==> config.mk <==
export PLATFORM = sky130hd
export DESIGN_NAME = piso_serializer
export DESIGN_NICKNAME = d
export VERILOG_FILES = /design/src/rtl/piso_serializer.sv
export SDC_FILE = /design/constraint.sdc
export NUM_CORES = 1
export LEC_CHECK = 0
export BUFFER_PORTS_ARGS = -buffer_cell sky130_fd_sc_hd__buf_2
export CORE_ASPECT_RATIO = 0.9
export CORE_MARGIN = 10
export CORE_UTILIZATION = 38
export CTS_CLUSTER_DIAMETER = 200
export CTS_CLUSTER_SIZE = 20
export DETAILED_ROUTE_END_ITERATION = 8
export PLACE_DENSITY = 0.58
export SETUP_SLACK_MARGIN = 0.1
export SYNTH_ARGS = -nofsm -noshare
export SYNTH_HDL_FRONTEND = slang
export SYNTH_SLANG_ARGS = --single-unit
export TNS_END_PERCENT = 50
==> constraint.sdc <==
create_clock -name clk -period 3.6 [get_ports clk]
set_clock_uncertainty 0.1 [all_clocks]
set_input_delay 0 -clock clk [delete_from_list [all_inputs] [get_ports clk]]
set_output_delay 0 -clock clk [all_outputs]
set_load 0.01 [all_outputs]
==> src/rtl/piso_serializer.sv <==
// Parallel-in/serial-out transmit stage: takes a word over valid/ready and shifts it
// out one bit per CLK_DIV cycles, with sout_valid qualification and a done pulse.
module piso_serializer #(
  parameter int DATA_WIDTH = 8,
  parameter int LSB_FIRST  = 1,
  parameter int CLK_DIV    = 1
) (
  input  logic                  clk,
  input  logic                  rst,
  input  logic                  cl,
  input  logic                  din_valid,
  input  logic [DATA_WIDTH-1:0] din,
  output logic                  din_ready,
  output logic                  sout,
  output logic                  sout_valid,
  output logic                  busy,
  output logic                  done
);

  localparam int BIT_W   = $clog2(DATA_WIDTH);
  localparam int DIV_W   = (CLK_DIV > 1) ? $clog2(CLK_DIV) : 1;
  localparam int OUT_IDX = (LSB_FIRST != 0) ? 0 : DATA_WIDTH - 1;
  localparam logic [BIT_W-1:0] BIT_LAST = BIT_W'(DATA_WIDTH - 1);
  localparam logic [DIV_W-1:0] DIV_LAST = DIV_W'(CLK_DIV - 1);

  generate
    if (CLK_DIV < 1) begin : g_bad_div
      $error("piso_serializer: CLK_DIV must be 1 or more");
    end
    if (DATA_WIDTH < 2) begin : g_bad_width
      $error("piso_serializer: DATA_WIDTH must be 2 or more");
    end
  endgenerate

  typedef enum logic {IDLE = 1'b0, SHIFT = 1'b1} state_t;

  state_t                  state, state_nxt;
  logic [DATA_WIDTH-1:0]   shreg, shreg_nxt;
  logic [BIT_W-1:0]        bit_cnt, bit_cnt_nxt;
  logic [DIV_W-1:0]        div_cnt, div_cnt_nxt;
  logic                    done_nxt;

  always_ff @(posedge clk or posedge rst) begin
    if (rst) begin
      state   <= IDLE;
      shreg   <= '0;
      bit_cnt <= '0;
      div_cnt <= '0;
      done    <= 1'b0;
    end else begin
      state   <= state_nxt;
      shreg   <= shreg_nxt;
      bit_cnt <= bit_cnt_nxt;
      div_cnt <= div_cnt_nxt;
      done    <= done_nxt;
    end
  end

  always_comb begin
    state_nxt   = state;
    shreg_nxt   = shreg;
    bit_cnt_nxt = bit_cnt;
    div_cnt_nxt = div_cnt;
    done_nxt    = 1'b0;
    if (cl) begin
      // clear wins over any handshake and suppresses done
      state_nxt   = IDLE;
      shreg_nxt   = '0;
      bit_cnt_nxt = '0;
      div_cnt_nxt = '0;
    end else begin
      case (state)
        IDLE: begin
          if (din_valid) begin
            state_nxt   = SHIFT;
            shreg_nxt   = din;
            bit_cnt_nxt = '0;
            div_cnt_nxt = '0;
          end
        end
        SHIFT: begin
          if (div_cnt == DIV_LAST) begin
            div_cnt_nxt = '0;
            if (bit_cnt == BIT_LAST) begin
              state_nxt = IDLE;
              done_nxt  = 1'b1;
            end else begin
              bit_cnt_nxt = bit_cnt + BIT_W'(1);
              shreg_nxt   = (LSB_FIRST != 0) ? {1'b0, shreg[DATA_WIDTH-1:1]}
                                             : {shreg[DATA_WIDTH-2:0], 1'b0};
            end
          end else begin
            div_cnt_nxt = div_cnt + DIV_W'(1);
          end
        end
        default: state_nxt = IDLE;
      endcase
    end
  end

  // Outputs decode registered state only, so rst drops them asynchronously.
  assign din_ready  = (state == IDLE);
  assign busy       = (state == SHIFT);
  assign sout_valid = busy;
  assign sout       = busy & shreg[OUT_IDX];

endmodule

==> out/qor.txt <==
FP Rows - 14
cell count of the worst reg-to-reg path - 6
RR Endpoint - shreg[5]
initial core utilization - 0.403
vertical extent of the die - 60.1 um
maximum number of pins on one net before global-route repair - 14
slew of the pin with the lowest slew margin - 0.507 ns
die extent in x - 64.5 um
ratio of routed vias to standard cells - 4.77
first-pass GRT wire length - 2.77 mm
static leakage - 0.000433 uW
total number of clock tree sinks - 13
CP Data Required Time - 3.66 ns
Synth Net Count - 78
routed len/inst - 13.7 um
overall die area - 0.00388 sq mm
fin crit period - 2.25 ns
top library cells by usage in the layout, fill and taps aside - sky130_fd_sc_hd__buf_2, sky130_fd_sc_hd__dfrtp_1, sky130_fd_sc_hd__dlygate4sd3_1
GRT Residual Overflow - 0
VDD IR-drop max - 203 uV
Longest Clk Path Bufs - 2
quantity of hold-fixing buffers added after cts - 13
Clk Latency, worst-skew pair - 0.27 ns
hold violation total from the final report - 0
total of cells resized after clock tree synthesis - 0
WP data arrival - 2.31 ns
number of max-capacitance violations reported - 0
combined global-route utilization of all metal layers - 0.0906
violation count after the first detailed-route iteration - 7
TritonCTS Buffers - 3
area of the core region - 0.00168 sq mm
part of the Yosys area used for sequential elements - 0.480
setup TNS - 0 ns
H-tree levels - 1
worst setup path class - reg -> reg
number of antenna violations at the first check in global routing - 0
max-slew headroom at the worst pin - 0.662
area of the mapped netlist - 678 sq um
power density of the placed cells - 338 mW/mm^2
type of element capturing the critical path - flip-flop
sum of routed wire length over all layers - 1.60 mm
NumNets Final - 108
I/O pins - 17
worst setup slack for register-to-register paths - 1.35 ns
number of standard cells after synthesis - 64
ANT nets after route - 0
flip-flop and latch count after synthesis - 13
run status - completed
final HPWL from detailed placement - 1.07 mm
number of detailed-routing iterations run before antenna repair - 4
number of buffers inserted by post-CTS setup repair - 0
I/O Buffers - 16
weighted congestion at the end of routability-driven global placement - 0.728
cell count after placement - 100
unique cell type count in the Yosys netlist - 20
# diodes - 0
fraction of layout cells with a size suffix above 1 - 0.226
unrepaired setup endpoints after global routing - false
clock transition at the registers of the reported paths - 0.08 ns
fmax - 0.445 GHz
total setup violations reported at the end of the flow - 0
maximum fanout count along the critical path - 8
post-route DRC violation count - 0
total via count in the routed design - 558
syn avg cell area - 10.6 sq um
final-report max-slew violation count - 0
Core Util, Final - 0.539
FF-to-FF Start - bit_cnt[0]
share of the clock period used by the worst path after layout - 0.624
library cell used as clock root buffer - sky130_fd_sc_hd__clkbuf_4
TritonCTS clock tree - yes
final non-filler cell total - 117
class of the most critical hold timing path - in -> async
Critical Path Source Type - flip-flop
commonest non-fill, non-tap cell in the layout - sky130_fd_sc_hd__buf_2
synthesis warning total - 0
vias in the first global route - 588
area added between synthesis and finish - 33.8%
[final cells by class]
class | count | area [sq um]
inverters | 3 | 11.3
repair buffers | 29 | 210
clock buffers | 4 | 26.3
fillers | 159 | 774
flip-flops and latches | 13 | 325
multi-input cells | 44 | 304
well taps | 24 | 30.0
[worst max-delay path, stage by stage (launching register included)]
cell and delay [ns]:
sky130_fd_sc_hd__dfrtp_1 0.39, sky130_fd_sc_hd__ha_1 0.16, sky130_fd_sc_hd__ha_1 0.38, sky130_fd_sc_hd__and2b_1 0.29
sky130_fd_sc_hd__a22oi_1 0.19, sky130_fd_sc_hd__a21oi_1 0.08, sky130_fd_sc_hd__dlygate4sd3_1 0.55
[power breakdown]
part	total [uW]	switching [uW]	internal, uW
Clock	90.5	47.6	42.9
Combinational	54.7	26.3	28.4
Sequential	161	7.38	154
Total	306	81.2	225
[state kept, by name, summed over array words and instances, names as in the netlist]
signal   flops
bit_cnt      3
busy         1
done         1
shreg        8
[how the worst max path moves through the flow]
stage / start / to / slack (ns) / cells past startpoint
floorplan: bit_cnt[0] / shreg[0] / 2.08 / 6
global placement: bit_cnt[0] / shreg[5] / 1.93 / 5
detailed placement: bit_cnt[0] / shreg[0] / 1.89 / 5
CTS: bit_cnt[0] / shreg[5] / 1.35 / 6
global route: bit_cnt[0] / shreg[7] / 1.20 / 6
finish: bit_cnt[0] / shreg[5] / 1.35 / 6
[per-layer routing]
metal / global-route usage / vias up / part of all wire
met3: 0.0299 / 2 / 0.043
met2: 0.143 / 8 / 0.50
met4: 0.0366 / 0 / 0.0038
met5: 0 / - / 0
li1: - / 283 / -
met1: 0.111 / 265 / 0.46
[cell usage after synthesis, drive strengths merged]
cell	n	area share
buf	4	0.055
nor2	1	0.0055
o32ai	1	0.013
or2	1	0.013
nand2b	3	0.031
xor2	1	0.013
nand2	4	0.022
inv	3	0.017
mux2i	8	0.12
nor2b	1	0.0092
nand3	6	0.044
a22oi	3	0.033
ha	2	0.037
a21oi	7	0.052
o22ai	4	0.037
and2b	1	0.011
and2	1	0.0092
dfrtp	13	0.48
[cells by family (layout without fill, tap and decap cells)]
family / count (synthesis) / after routing / share of synthesized area
AOI/OAI and AO/OA: 15 / 15 / 0.135
buffers and inverters: 7 / 36 / 0.0719
xor gates and xnor gates: 1 / 1 / 0.0129
DFF: 13 / 13 / 0.480
adders and majority gates: 2 / 2 / 0.0369
muxes: 8 / 8 / 0.118
and+or+nand+nor: 18 / 18 / 0.146
[through the flow]
stage | area [sq um] | power [uW] | setup slack (ns) | hold WS (ns)
after floorplan | 678 | 194 | 2.08 | -0.223
after global placement | 751 | 208 | 1.93 | -0.0440
after detailed placement | 751 | 208 | 1.89 | -0.0477
after CTS | 907 | 308 | 1.35 | 0.200
after global routing | 907 | 328 | 1.20 | 0.226
final | 907 | 306 | 1.35 | 0.191
No activity file was read; power rests on OpenSTA's default activity.
